$ cat config.mk
export PLATFORM = sky130hd
export DESIGN_NAME = seven_segment_capture
export DESIGN_NICKNAME = d
export VERILOG_FILES = /design/src/rtl/seven_segment_capture.sv
export SDC_FILE = /design/constraint.sdc
export NUM_CORES = 1
export LEC_CHECK = 0
export CAP_MARGIN = 20
export CORE_ASPECT_RATIO = 1.5
export CORE_MARGIN = 2
export CORE_UTILIZATION = 55
export CTS_CLUSTER_SIZE = 25
export DETAILED_ROUTE_END_ITERATION = 6
export PLACE_DENSITY = 0.83
export SYNTH_ARGS = -nofsm -noshare
export SYNTH_HDL_FRONTEND = slang
export SYNTH_SLANG_ARGS = --single-unit
$ cat constraint.sdc
create_clock -name clk -period 3.55 [get_ports clk]
set_input_delay 0.71 -clock clk [delete_from_list [all_inputs] [get_ports clk]]
set_output_delay 0.71 -clock clk [all_outputs]
set_load 0.02 [all_outputs]
$ cat src/rtl/seven_segment_capture.sv
// rtl/seven_segment_capture.sv - reconstructs digits from a multiplexed 4-digit seven-segment bus
//
// Purpose:
//   Watches an active-low, multiplexed 4-digit seven-segment bus and recovers the
//   hex digit and decimal point shown on each position. A digit is captured only
//   after the synchronized bus has held the same legal value for STABLE_CYCLES
//   consecutive samples. There is one capture per dwell.
//
// Ports:
//   clk          system clock
//   reset        asynchronous, active-high reset
//   segment[7:0] [6:0]=CA..CG, [7]=DP, active-low, asynchronous to clk
//   anode[3:0]   digit enables, active-low, asynchronous to clk
//   digits[15:0] captured nibbles, [3:0]=digit0 .. [15:12]=digit3
//   dp[3:0]      captured decimal point per digit, 1 = lit
//   digit_valid  per digit, 1 = captured at least once since reset
//   bad_pattern  per digit, 1 = last capture was not a legal hex pattern
//   frame_done   one-cycle pulse when all four digits have been captured since the last pulse
module seven_segment_capture #(
  parameter int STABLE_CYCLES = 1000
) (
  input  logic        clk,
  input  logic        reset,
  input  logic [7:0]  segment,
  input  logic [3:0]  anode,
  output logic [15:0] digits,
  output logic [3:0]  dp,
  output logic [3:0]  digit_valid,
  output logic [3:0]  bad_pattern,
  output logic        frame_done
);

  localparam int CW = $clog2(STABLE_CYCLES + 1);
  localparam logic [CW-1:0] LAST = CW'(STABLE_CYCLES - 1);

  typedef enum logic [1:0] {IDLE, COUNT, HOLD} state_t;

  state_t        state;
  logic [CW-1:0] counter;
  logic [7:0]    seg_m, seg_s;
  logic [3:0]    an_m, an_s;
  logic [11:0]   prev;
  logic [3:0]    seen;

  logic [11:0]   sample;
  logic          an_legal;
  logic [3:0]    sel;
  logic          hit;
  logic [3:0]    nibble;
  logic [6:0]    pattern;

  // Two-flop synchronizer. Both stages preset to all-ones, so the bus looks blank
  // (illegal anode) right after reset.
  always_ff @(posedge clk or posedge reset) begin
    if (reset) begin
      seg_m <= '1;
      seg_s <= '1;
      an_m  <= '1;
      an_s  <= '1;
    end else begin
      seg_m <= segment;
      seg_s <= seg_m;
      an_m  <= anode;
      an_s  <= an_m;
    end
  end

  assign sample  = {seg_s, an_s};
  assign pattern = ~seg_s[6:0];

  // An anode value is legal only when exactly one digit is enabled.
  // sel is the one-hot, active-high form of that digit.
  always_comb begin
    an_legal = 1'b1;
    sel      = 4'b0000;
    case (an_s)
      4'b1110: sel = 4'b0001;
      4'b1101: sel = 4'b0010;
      4'b1011: sel = 4'b0100;
      4'b0111: sel = 4'b1000;
      default: an_legal = 1'b0;
    endcase
  end

  // Decode the gfedcba pattern into a hex nibble.
  always_comb begin
    hit    = 1'b1;
    nibble = 4'h0;
    case (pattern)
      7'h3F: nibble = 4'h0;
      7'h06: nibble = 4'h1;
      7'h5B: nibble = 4'h2;
      7'h4F: nibble = 4'h3;
      7'h66: nibble = 4'h4;
      7'h6D: nibble = 4'h5;
      7'h7D: nibble = 4'h6;
      7'h07: nibble = 4'h7;
      7'h7F: nibble = 4'h8;
      7'h6F: nibble = 4'h9;
      7'h77: nibble = 4'hA;
      7'h7C: nibble = 4'hB;
      7'h39: nibble = 4'hC;
      7'h5E: nibble = 4'hD;
      7'h79: nibble = 4'hE;
      7'h71: nibble = 4'hF;
      default: hit = 1'b0;
    endcase
  end

  always_ff @(posedge clk or posedge reset) begin
    if (reset) begin
      state       <= IDLE;
      counter     <= '0;
      prev        <= '0;
      seen        <= 4'b0000;
      digits      <= 16'h0000;
      dp          <= 4'b0000;
      digit_valid <= 4'b0000;
      bad_pattern <= 4'b0000;
      frame_done  <= 1'b0;
    end else begin
      frame_done <= 1'b0;
      case (state)
        IDLE: begin
          if (an_legal) begin
            state   <= COUNT;
            counter <= CW'(1);
            prev    <= sample;
          end
        end
        COUNT: begin
          if (sample != prev || !an_legal) begin
            state   <= IDLE;
            counter <= '0;
          end else begin
            counter <= counter + CW'(1);
            if (counter == LAST) begin
              // This sample is the STABLE_CYCLES-th equal one: capture it.
              state <= HOLD;
              for (int i = 0; i < 4; i++) begin
                if (sel[i]) begin
                  if (hit) begin
                    digits[i*4 +: 4] <= nibble;
                  end
                  bad_pattern[i] <= ~hit;
                  dp[i]          <= ~seg_s[7];
                  digit_valid[i] <= 1'b1;
                end
              end
              if ((seen | sel) == 4'b1111) begin
                seen       <= 4'b0000;
                frame_done <= 1'b1;
              end else begin
                seen <= seen | sel;
              end
            end
          end
        end
        HOLD: begin
          // Counter is frozen here, so it never wraps during a long dwell.
          if (sample != prev) begin
            state   <= IDLE;
            counter <= '0;
          end
        end
        default: begin
          state   <= IDLE;
          counter <= '0;
        end
      endcase
    end
  end

endmodule
# After elaboration in Yosys (flattened, before gate mapping)
# Cells that the tools add are included.
[classes]
n_reduce_logical = 17
addsub = 1
bitwise_logic = 5
multipliers = 0
magnitude_cmp = 0
muxes = 18
n_shift = 0
n_div = 0
eq_ne = 28
[op_table]
columns = ["cell", "n"]
rows = [
  ["$eq A7 B7 Y1 const B", 12],
  ["$pmux W4 S15", 1],
  ["$mux W10", 3],
  ["$pmux W10 S3", 1],
  ["$reduce_and A5 Y1", 4],
  ["$eq A4 B4 Y1 const B", 4],
  ["$pmux W4 S4", 1],
  ["$reduce_and A4 Y1", 4],
  ["$reduce_or A16 Y1", 1],
  ["$eq A7 B3 Y1 const B", 2],
  ["$eq A7 B6 Y1 const B", 2],
  ["$ne A12 B12 Y1", 1],
  ["$add A10 B1 Y10 const B", 1],
  ["$eq A10 B10 Y1 const B", 1],
  ["$mux W2", 4],
  ["$not A7 Y7", 1],
  ["$mux W1", 6],
  ["$pmux W2 S3", 1],
  ["$reduce_and A3 Y1", 2],
  ["$eq A4 B3 Y1 const B", 1],
  ["$mux W4", 1],
  ["$ne A2 B2 Y1 const B", 2],
  ["$or A4 B4 Y4", 1],
  ["$reduce_and A2 Y1", 2],
  ["8 further kinds", 10],
]
[word_totals]
mem_bits_rw = 0
ff_bits = 81
word_cells = 94
n_memories = 0
output_inout_bits = 29
romBits = 0
latch_bits = 0
input_bits = 14

# Longest topological paths before layout
# Gate-level depths: netlist of run 1.
[logic_depth]
word_depth = 8
depth_mapped = 8
mapped_depth_nobuf = 6

# Worst setup path before layout of run 1
# Ideal clock, no wire load.
[synth_timing]
kind = "register to register"
start = "reg an_s[2]"
end = "reg digits[13]"
required_time_ns = 3.422
synth_period_minus_slack_ns = 2.306
setup_slack_ns = 1.244
stages_incl_launch_ff = 8
t_arrival_ns = 2.179
path_buffers = 1
setup_time_ns = 0.128
cell_sequence = "dfstp_2 > clkbuf_1 > xnor2_1 > nand4_1 > nor3_4 > nand4_1 > nor2_2 > mux2_1"
[synth_via]
elab_chain_cells = 7
word_cells_on_any_way = 12
cone_classes = "eq/ne: 5; mux: 2; bitwise: 1; reduce/logical: 4"
[synth_lines]
columns = ["element", "line", "text"]
rows = [
  ["start, declared", "41", "logic [3:0] an_m, an_s;"],
  ["start signal, assigned", "64", "an_s <= an_m;"],
  ["$eq A4 B3 Y1 or $eq A4 B4 Y1 (tied branches)", "76", "case (an_s)"],
  ["$reduce_or A4 Y1 (no line)", "n/a", ""],
  ["$mux W1", "76", ""],
  ["$logic_not A1 Y1", "132", "if (sample != prev || !an_legal) begin"],
  ["$logic_or A1 B1 Y1", "132", ""],
  ["$not A1 Y1 (no line)", "n/a", ""],
  ["$reduce_and A5 Y1 (no line) *", "n/a", ""],
  ["end signal, assigned by index", "143", "digits[i*4 +: 4] <= nibble;"],
  ["end, declared", "26", "output logic [15:0] digits,"],
]
# Every way passes the cells marked *; elsewhere a longest branch is shown, timed or not.
# A chain may end at the register's enable or synchronous reset.

# Final worst setup path of run 1
[layout_timing]
start = "reg seg_s[3]"
end = "reg digits[14]"
[layout_via]
elab_chain_cells = 5
word_cells_on_any_way = 24
cone_classes = "eq/ne: 17; mux: 2; bitwise: 2; reduce/logical: 3"
[layout_lines]
columns = ["element", "line", "text"]
rows = [
  ["start, declared", "40", "logic [7:0] seg_m, seg_s;"],
  ["start signal, assigned", "62", "seg_s <= seg_m;"],
  ["$not A7 Y7", "69", "assign pattern = ~seg_s[6:0];"],
  ["$eq A7 B7 Y1, or another cell as far along", "89", "case (pattern)"],
  ["$reduce_or A16 Y1 (no line)", "n/a", ""],
  ["$mux W1", "89", ""],
  ["$reduce_and A5 Y1 (no line)", "n/a", ""],
]
# Several ways; a longest one is shown, not always the timed one.

==> flow_summary.yaml, run 1 <==
setup_path:
  end_kind: "flop"
  crit_path_max_fanout: 13
  cp.required_ps: 3780
  worstSetupPathType: "flop to flop"
  crit_arrival_ps: 2900
  startpoint_type: "flop"
place:
  gp_congestion: 0.8022
  portBuffers: 42
  hpwl_um: 5078
  dp.cells: 412
detailed_routing:
  vias: 2498
  first_iter_violations: 135
  wl_per_cell_um: 17.18
  ant_nets: 0
  drt-total-wl_um: 7352
  drc: 0
  dr.pass1.iters: 4
  via_per_inst: 5.836
synth:
  synth-seq-area-share_pct: 57.28
  ys_ff_latch: 81
  synth_top_area_share_pct: 39.72
  synth_area_leaders: "dfrtp_1 (40%), dfstp_2 (18%), mux2_2 (6.0%), xnor2_1 (3.4%), nand2_1 (3.0%)"
  synth_cells: 307
  synth_largest_area_cell: "dfrtp_1"
  synth_flop_cell: "dfrtp_1"
  syn-mean-instance-area_um2: 11.70
  synth_warnings: 0
  syn-cell-area_mm2: 0.003591
  syn_nets: 322
  async_flop_share_pct: 100.0
  synth_edf_count: 0
  synth_cell_types: 53
floorplan:
  num_io_pins: 43
  core.rowCount: 36
  start_util_pct: 56.14
  die_area_mm2: 0.007205
  die_h_um: 103.0
  die_w_um: 69.98
  fp.coreArea_mm2: 0.006396
grt:
  grt_max_degree: 34
  grt_antenna_before_repair: 0
  grtUsageTotal_pct: 22.05
  grt_overflow: 0
  grt_pass1_wl_um: 12300
  grt_pass1_vias: 2536
clock_network:
  clkSinkCount: 81
  cts_tree: "built"
  clk_pin_slew_worst_paths_ps: 80
  clk_path_buf_depth: 2
  ctsResizeCount: 0
  root_buffer: "clkbuf_8"
  cts-buffers-inserted: 9
  htree_levels: 3
  post_cts_buffers: 0
  clk_latency_ps: 350
  hold_buffers: 0
final_layout:
  multiInputGateArea_mm2: 0.001419
  seqCellArea_mm2: 0.002057
  fillers: 458
  final_common_cell: "dfrtp_1"
  syn_to_final_growth_pct: 18.05
  layout_common_cells: "dfrtp_1 (57), clkdlybuf4s50_1 (42), nand2_1 (29)"
  fin_cells: 428
  layout.nets: 362
  layout-drive-gt1-share_pct: 19.60
  diodes: 0
timing:
  hold_violations: 0
  tightest_slew_ps: 918.5
  fin_crit_sh_pct: 75.31
  setup_violations: 0
  slew_headroom_pct: 37.96
  fmax_mhz: 374.0
  drv_slew: 0
  clock_skew_ps: 5.340
  rsz0062_at_grt: "false"
  timing.final.crit_period_ps: 2674
  tns_ps: 0
pwr:
  power_density_mw_per_mm2: 435.5
  peakVddDrop_mv: 0.3243
  leakagePower_nw: 1.843
worst_hold_path:
  hold_class: "flop to flop"
run:
  drv_cap: 0
outcome:
  outcome: "finished clean"
power breakdown:
group	switching (W)	total, W	internal (W)
Combinational	0.0000823	0.000181	0.0000989
Clock	0.000324	0.000615	0.000291
Sequential	0.0000590	0.00105	0.000991
final timing paths:
check / endpoint / slack, ps / cells after the start / start
max: digits[14] / 880 / 6 / seg_s[3]
min: seg_s[4] / 360 / 0 / seg_m[4]
max reg2reg: digits[14] / 880 / 6 / seg_s[3]
min reg2reg: seg_s[4] / 360 / 0 / seg_m[4]
max in group asynchronous: seg_s[7] / 2020 / 3 / reset
min in group asynchronous: bad_pattern[3] / 760 / 2 / reset
worst max-delay path: stages (launching register included):
cell       delay [ps]
dfstp_2           680
nor3_1            130
a32oi_2           300
o41ai_2           150
a2111oi_4         730
nor2_2            170
mux2_1            380
layer usage:
metal / GRT usage [%] / up-vias / wire, um
met1: 24.87 / 1269 / 2896
li1: - / 1158 / -
met4: 9.615 / 0 / 168
met5: 0 / - / 0
met2: 39.85 / 56 / 4017
met3: 5.376 / 15 / 270
per-stage QoR:
stage / setup slack [ps] / hold WS (ps) / area, um2 / utilization (%) / total power, W
2_1_floorplan: 799.6 / 345.2 / 3591 / - / 0.001194
3_3_place_gp: 1032 / 346.7 / 4056 / 63.42 / 0.001241
3_5_place_dp: 972.5 / 347.3 / 4056 / 63.42 / 0.001249
4_1_cts: 863.1 / 359.7 / 4239 / 66.28 / 0.001860
5_1_grt: 731.9 / 359.2 / 4239 / 66.28 / 0.001932
6_report: 876.4 / 357.9 / 4239 / 66.28 / 0.001846
logic make-up (layout without fill, tap and decap cells):
family	after synthesis	after routing	share of synthesized area (%)
AO/OA/AOI/OAI	47	47	9.478
XOR/XNOR	17	17	4.147
adder cells (fa/ha/maj)	1	1	0.3484
buffers and inverters	24	69	3.205
flip-flops	81	81	57.28
multiplexers	30	30	9.338
AND/OR/NAND/NOR	107	107	16.20
cell type report:
cell class | count | share of cell area [%]
flip-flops and latches | 81 | 48.52
clock buffers | 12 | 3.660
well taps | 76 | 2.243
clock inverters | 4 | 0.6493
repair buffers | 45 | 10.74
multi-input cells | 202 | 33.47
inverters | 8 | 0.7084
cell usage after synthesis, drive strengths merged (2+ instances only):
master / count
mux2i: 2
a22oi: 2
and3: 5
a22o: 2
dfstp: 24
a21o: 2
dfrtp: 57
nand3b: 2
o41ai: 2
nand2b: 8
xor2: 3
a21oi: 12
nand2: 29
xnor2: 14
mux2: 28
or3: 2
clkbuf: 4
buf: 12
o21ai: 12
nand4: 6
nor4bb: 3
nor4: 3
and4b: 2
a21boi: 3
nor3: 7
nor3b: 5
o21bai: 2
nand3: 13
nor2: 17
inv: 8
registers in the layout (all words and copies together) (netlist names), 2 cells and up:
| register | flops |
|---|---|
| an_m | 4 |
| an_s | 4 |
| bad_pattern | 4 |
| counter | 10 |
| digit_valid | 4 |
| digits | 16 |
| dp | 4 |
| prev | 12 |
| seen | 4 |
| seg_m | 8 |
| seg_s | 8 |
| state | 2 |
Power figures use the tool's default switching activity.
==> run 2, diff against run 1 <==
--- a/config.mk
+++ b/config.mk
@@ -8,10 +8,10 @@
 export CAP_MARGIN = 20
 export CORE_ASPECT_RATIO = 1.5
 export CORE_MARGIN = 2
-export CORE_UTILIZATION = 55
+export CORE_UTILIZATION = 50
 export CTS_CLUSTER_SIZE = 25
 export DETAILED_ROUTE_END_ITERATION = 6
-export PLACE_DENSITY = 0.83
+export PLACE_DENSITY = 0.8
 export SYNTH_ARGS = -nofsm -noshare
 export SYNTH_HDL_FRONTEND = slang
 export SYNTH_SLANG_ARGS = --single-unit
==> constraint.sdc (replaced) <==
create_clock -name clk -period 2.2 [get_ports clk]
set_input_delay 0.44 -clock clk [delete_from_list [all_inputs] [get_ports clk]]
set_output_delay 0.44 -clock clk [all_outputs]
set_load 0.02 [all_outputs]
==> run 2 against run 1 <==
Highest routed layer unchanged. Critical endpoint is now digits[9]. Final area up 16%. Combinational power up 140%. The flow now finishes with violations (setup timing). Setup slack worse by 920 ps. Routed wire length up 15%. Sequential power up 61%.
==> flow_summary.yaml, run 2 (same netlist as run 1, synthesis figures left out) <==
grt:
  grt_antenna_before_repair: 0
  grtUsageTotal_pct: 21.38
  grt_overflow: 0
  grt_pass1_wl_um: 12960
  grt_max_degree: 82
  grt_pass1_vias: 2741
timing:
  drv_slew: 0
  hold_violations: 0
  slew_headroom_pct: 63.45
  layout_setup_ws_ps: -38.56
  fin_crit_sh_pct: 101.8
  clock_skew_ps: 11.88
  rsz0062_at_grt: "true"
  setup_violations: 13
  tightest_slew_ps: 542.4
  timing.final.crit_period_ps: 2239
  fmax_mhz: 446.7
setup_path:
  worstSetupPathType: "flop to flop"
  cp.required_ps: 2420
  crit_arrival_ps: 2460
  reg2reg_depth: 8
  critical_path.startpoint: "seg_s[3]"
  startpoint_type: "flop"
  cp_slowest_cell: "dfstp_2"
  r2r_start: "seg_s[3]"
  end_kind: "flop"
  crit_path_max_incr_delay_ps: 590
  crit_path_max_fanout: 7
  path_cells: "buf_12 > nor3_1 > a32oi_4 > o41ai_4 > a2111oi_4 > buf_6 > nor2_4 > mux2_1"
final_layout:
  largest_reg_flops: 16
  layout_common_cells: "dfrtp_1 (57), buf_4 (48), clkdlybuf4s50_1 (42)"
  fin_cells: 484
  top_register: "digits"
  final_common_cell: "dfrtp_1"
  syn_to_final_growth_pct: 37.32
  layout-drive-gt1-share_pct: 36.95
  final_area_mm2: 0.004931
  fin_util_pct: 71.49
  fillers: 466
  layout.nets: 416
  top_regs: "digits: 16 flops, prev: 12 flops, counter: 10 flops"
  diodes: 0
pwr:
  peakVddDrop_mv: 0.7157
  power_density_mw_per_mm2: 687.7
  leakagePower_nw: 2.191
place:
  hpwl_um: 5492
  postPlaceCellArea_mm2: 0.004340
  portBuffers: 42
  dp.cells: 451
  gp_congestion: 0.7857
detailed_routing:
  ant_nets: 0
  first_iter_violations: 172
  wl_per_cell_um: 17.46
  dr.pass1.iters: 4
  drc: 0
  drt-total-wl_um: 8453
  via_per_inst: 5.614
  vias: 2717
worst_hold_path:
  hold_start: "seg_m[7]"
  hold_depth: 0
  hold_class: "flop to flop"
clock_network:
  clk_pin_slew_worst_paths_ps: 80
  cts-buffers-inserted: 9
  clk_latency_ps: 340
  root_buffer: "clkbuf_8"
  clk_path_buf_depth: 2
  clkSinkCount: 81
  cts_tree: "built"
  htree_levels: 3
outcome:
  outcome: "finished, violations left"
  violations: "setup timing"
floorplan:
  die_area_mm2: 0.007890
  die_w_um: 73.20
  num_io_pins: 43
  die_h_um: 107.8
  core.rowCount: 37
  fp.coreArea_mm2: 0.006898
  start_util_pct: 52.06
run:
  drv_cap: 0
run 2: routing by layer:
layer	routed length (um)	part of all wire, %	global-route usage [%]
met4	159	1.9	8.466
met5	0	0	0
met2	4825	57	37.52
met3	230	2.7	4.494
met1	3237	38	24.88
run 2: per-stage QoR:
step	hold WS (ps)	TNS (ps)	setup slack [ps]	power, W
6_report	354.6	-331.8	-38.56	0.003391
5_1_grt	355.3	-1540	-110.1	0.003536
4_1_cts	351.5	-20.13	-10.15	0.003361
3_3_place_gp	345.3	-442.1	-56.93	0.002052
3_5_place_dp	346.9	-1156	-111.8	0.002071
2_1_floorplan	345.2	0	0.09992	0.001935
run 2: what timing repair did:
| action | in CTS | in global routing |
|---|---|---|
| hold buffers | 0 | 0 |
| endpoints found under the setup margin | 16 | 32 |
| cloned | 0 | 0 |
| setup buffers | 3 | 15 |
| pin swaps | 5 | 13 |
| gates resized for setup | 9 | 38 |
run 2: layout make-up:
type,count,area [um2],share of cell area [%]
Tap cell,78,97.59,1.979
Clock buffer,11,131.4,2.664
Inverter,8,33.78,0.6851
Timing Repair Buffer,99,887.1,17.99
Sequential cell,81,2057,41.72
Multi-Input combinational cell,202,1620,32.86
Clock inverter,5,103.9,2.106
run 2: report_power, final:
group | switching, W | internal (W) | total [W]
combinational | 0.000195 | 0.000242 | 0.000436
sequential | 0.0000890 | 0.00160 | 0.00169
clock | 0.000512 | 0.000756 | 0.00127
total | 0.000796 | 0.00260 | 0.00339
run 2: critical path: cells and delay by family (launching register included):
family                 cells  cell delay, ps
AOI/OAI and AO/OA          3             740
buffers and inverters      2             340
DFF                        1             590
muxes                      1             300
and+or+nand+nor            2             150
run 2: path summary, 6_finish.rpt:
path / to / slack [ps]
setup reg to reg: digits[9] / -40
hold / removal: seg_s[7] / 350
max in group asynchronous: an_s[1] / 1260
setup / recovery: digits[9] / -40
hold reg to reg: seg_s[7] / 350
min in group asynchronous: digit_valid[3] / 550
==> run 3, diff against run 2 <==
--- a/config.mk
+++ b/config.mk
@@ -12,6 +12,7 @@
 export CTS_CLUSTER_SIZE = 25
 export DETAILED_ROUTE_END_ITERATION = 6
 export PLACE_DENSITY = 0.8
+export SETUP_SLACK_MARGIN = 0.05
 export SYNTH_ARGS = -nofsm -noshare
 export SYNTH_HDL_FRONTEND = slang
 export SYNTH_SLANG_ARGS = --single-unit
==> run 3 against run 2 <==
The run still ends with setup timing left. Setup slack better by 30 ps. Clock skew hardly changed. Routed wire length shrank 2.5%. Non-clock buffer count increased by 3. Final cell count increased by 0.62%. Final area decreased by 1.6%. Critical path depth shrank 1. Sequential share of layout area grew 0.70 points. Register-to-register slack improved by 30 ps. Core utilization decreased by 1.2 points. Critical path type unchanged. Critical endpoint is now digits[15].
==> flow_summary.yaml, run 3 (same netlist as run 1, synthesis figures left out) <==
clock_network:
  cts_tree: "built"
  clkSinkCount: 81
  clk_path_buf_depth: 2
  htree_levels: 3
  root_buffer: "clkbuf_8"
  clk_pin_slew_worst_paths_ps: 80
  cts-buffers-inserted: 9
  clk_latency_ps: 360
final_layout:
  layout.nets: 419
  final_common_cell: "dfrtp_1"
  top_regs: "digits: 16 flops, prev: 12 flops, counter: 10 flops"
  layout-drive-gt1-share_pct: 35.94
  multiInputGateArea_mm2: 0.001540
  final_area_mm2: 0.004850
  fillers: 467
  seqCellArea_mm2: 0.002057
  syn_to_final_growth_pct: 35.05
  diodes: 0
  top_register: "digits"
  layout_common_cells: "dfrtp_1 (57), buf_4 (50), clkdlybuf4s50_1 (42)"
  largest_reg_flops: 16
place:
  hpwl_um: 5472
  dp_slack_ps: -150.3
  portBuffers: 42
  postPlaceCellArea_mm2: 0.004355
  gp_congestion: 0.8352
floorplan:
  start_util_pct: 52.06
  fp.coreArea_mm2: 0.006898
  die_w_um: 73.20
  core.rowCount: 37
  die_area_mm2: 0.007890
  die_h_um: 107.8
  num_io_pins: 43
setup_path:
  reg2reg_depth: 7
  crit_arrival_ps: 2450
  cp.required_ps: 2440
  startpoint_type: "flop"
  end_kind: "flop"
  rrSetupSlack_ps: -8
  worstSetupPathType: "flop to flop"
  crit_path_max_fanout: 5
timing:
  timing.final.crit_period_ps: 2208
  drv_slew: 0
  fin_hold_ws_ps: 353.9
  fmax_mhz: 452.8
  rsz0062_at_grt: "true"
  tns_ps: -8.281
  setup_violations: 1
  clock_skew_ps: 12.32
  layout_setup_ws_ps: -8.281
  hold_violations: 0
  fin_crit_sh_pct: 100.4
  slew_headroom_pct: 48.95
  tightest_slew_ps: 755.9
detailed_routing:
  drt-total-wl_um: 8242
  wl_per_cell_um: 16.92
  ant_nets: 0
  via_per_inst: 5.595
  first_iter_violations: 158
  dr.pass1.iters: 4
  vias: 2725
  drc: 0
pwr:
  power_density_mw_per_mm2: 663.5
  leakagePower_nw: 2.152
  peakVddDrop_mv: 0.5331
grt:
  grt_max_degree: 82
  grtUsageTotal_pct: 21.87
  grt_pass1_wl_um: 12920
  grt_pass1_vias: 2705
  grt_overflow: 0
  grt_antenna_before_repair: 0
run:
  drv_cap: 0
outcome:
  outcome: "finished, violations left"
  violations: "setup timing"
worst_hold_path:
  hold_class: "flop to flop"
  hold_depth: 0
==> run 3: cell count changes in the layout (fill, tap and decap cells not counted), sizes merged <==
cell,previous run,this run
buf,55,60
clkinvlp,1,3
bufinv,3,1
clkinv,2,0
inv,7,9
clkbuf,13,11
==> run 3: worst paths after layout <==
| check | end | start |
|---|---|---|
| worst max-delay path | digits[15] | seg_s[3] |
| worst min-delay path | seg_s[7] | seg_m[7] |
| worst max register to register | digits[15] | seg_s[3] |
| worst min register to register | seg_s[7] | seg_m[7] |
| max in group asynchronous | seg_s[4] | reset |
| min in group asynchronous | bad_pattern[3] | reset |
==> run 3: cell type report <==
type	count	area share [%]
Clock buffer	11	2.915
Clock inverter	5	1.290
Inverter	8	0.6966
Multi-Input combinational cell	202	31.76
Sequential cell	81	42.41
Tap cell	78	2.012
Timing Repair Buffer	102	18.91
==> run 3: power breakdown <==
part           total [W]  switching, W  internal [W]  leakage (nW)
Sequential       0.00167     0.0000747       0.00160          1.02
Clock            0.00112      0.000554      0.000564        0.0966
Combinational   0.000429      0.000191      0.000237          1.04
Total            0.00322      0.000820       0.00240          2.15
==> run 3: metrics by stage <==
stage	cells	util [%]	power, W
after floorplan	307	-	0.001936
after global placement	453	63.14	0.002053
after detailed placement	453	63.14	0.002066
after CTS	483	69.44	0.003227
after global routing	487	70.31	0.003345
final	487	70.31	0.003218
==> run 3: metal layers <==
metal / global-route usage (%) / share of wire, %
met2: 38.48 / 55
met5: 0 / 0
met1: 24.26 / 39
met4: 9.656 / 2.7
met3: 5.524 / 3.7
==> run 3: worst max-delay path, cell delays in order (launching register included) <==
cell and delay (ps):
dfstp_2 600, buf_6 130, xnor2_2 100, nand4_1 200
nor3_4 260, nand4_1 260, nor2_4 230, mux2_4 320
==> run 3: timing repair <==
action,4_1_cts,5_1_grt
buffers inserted,14,3
hold buffers,0,0
pin swaps,11,5
endpoints found under the setup margin,17,47
gates resized for setup,28,13
cloned,0,1
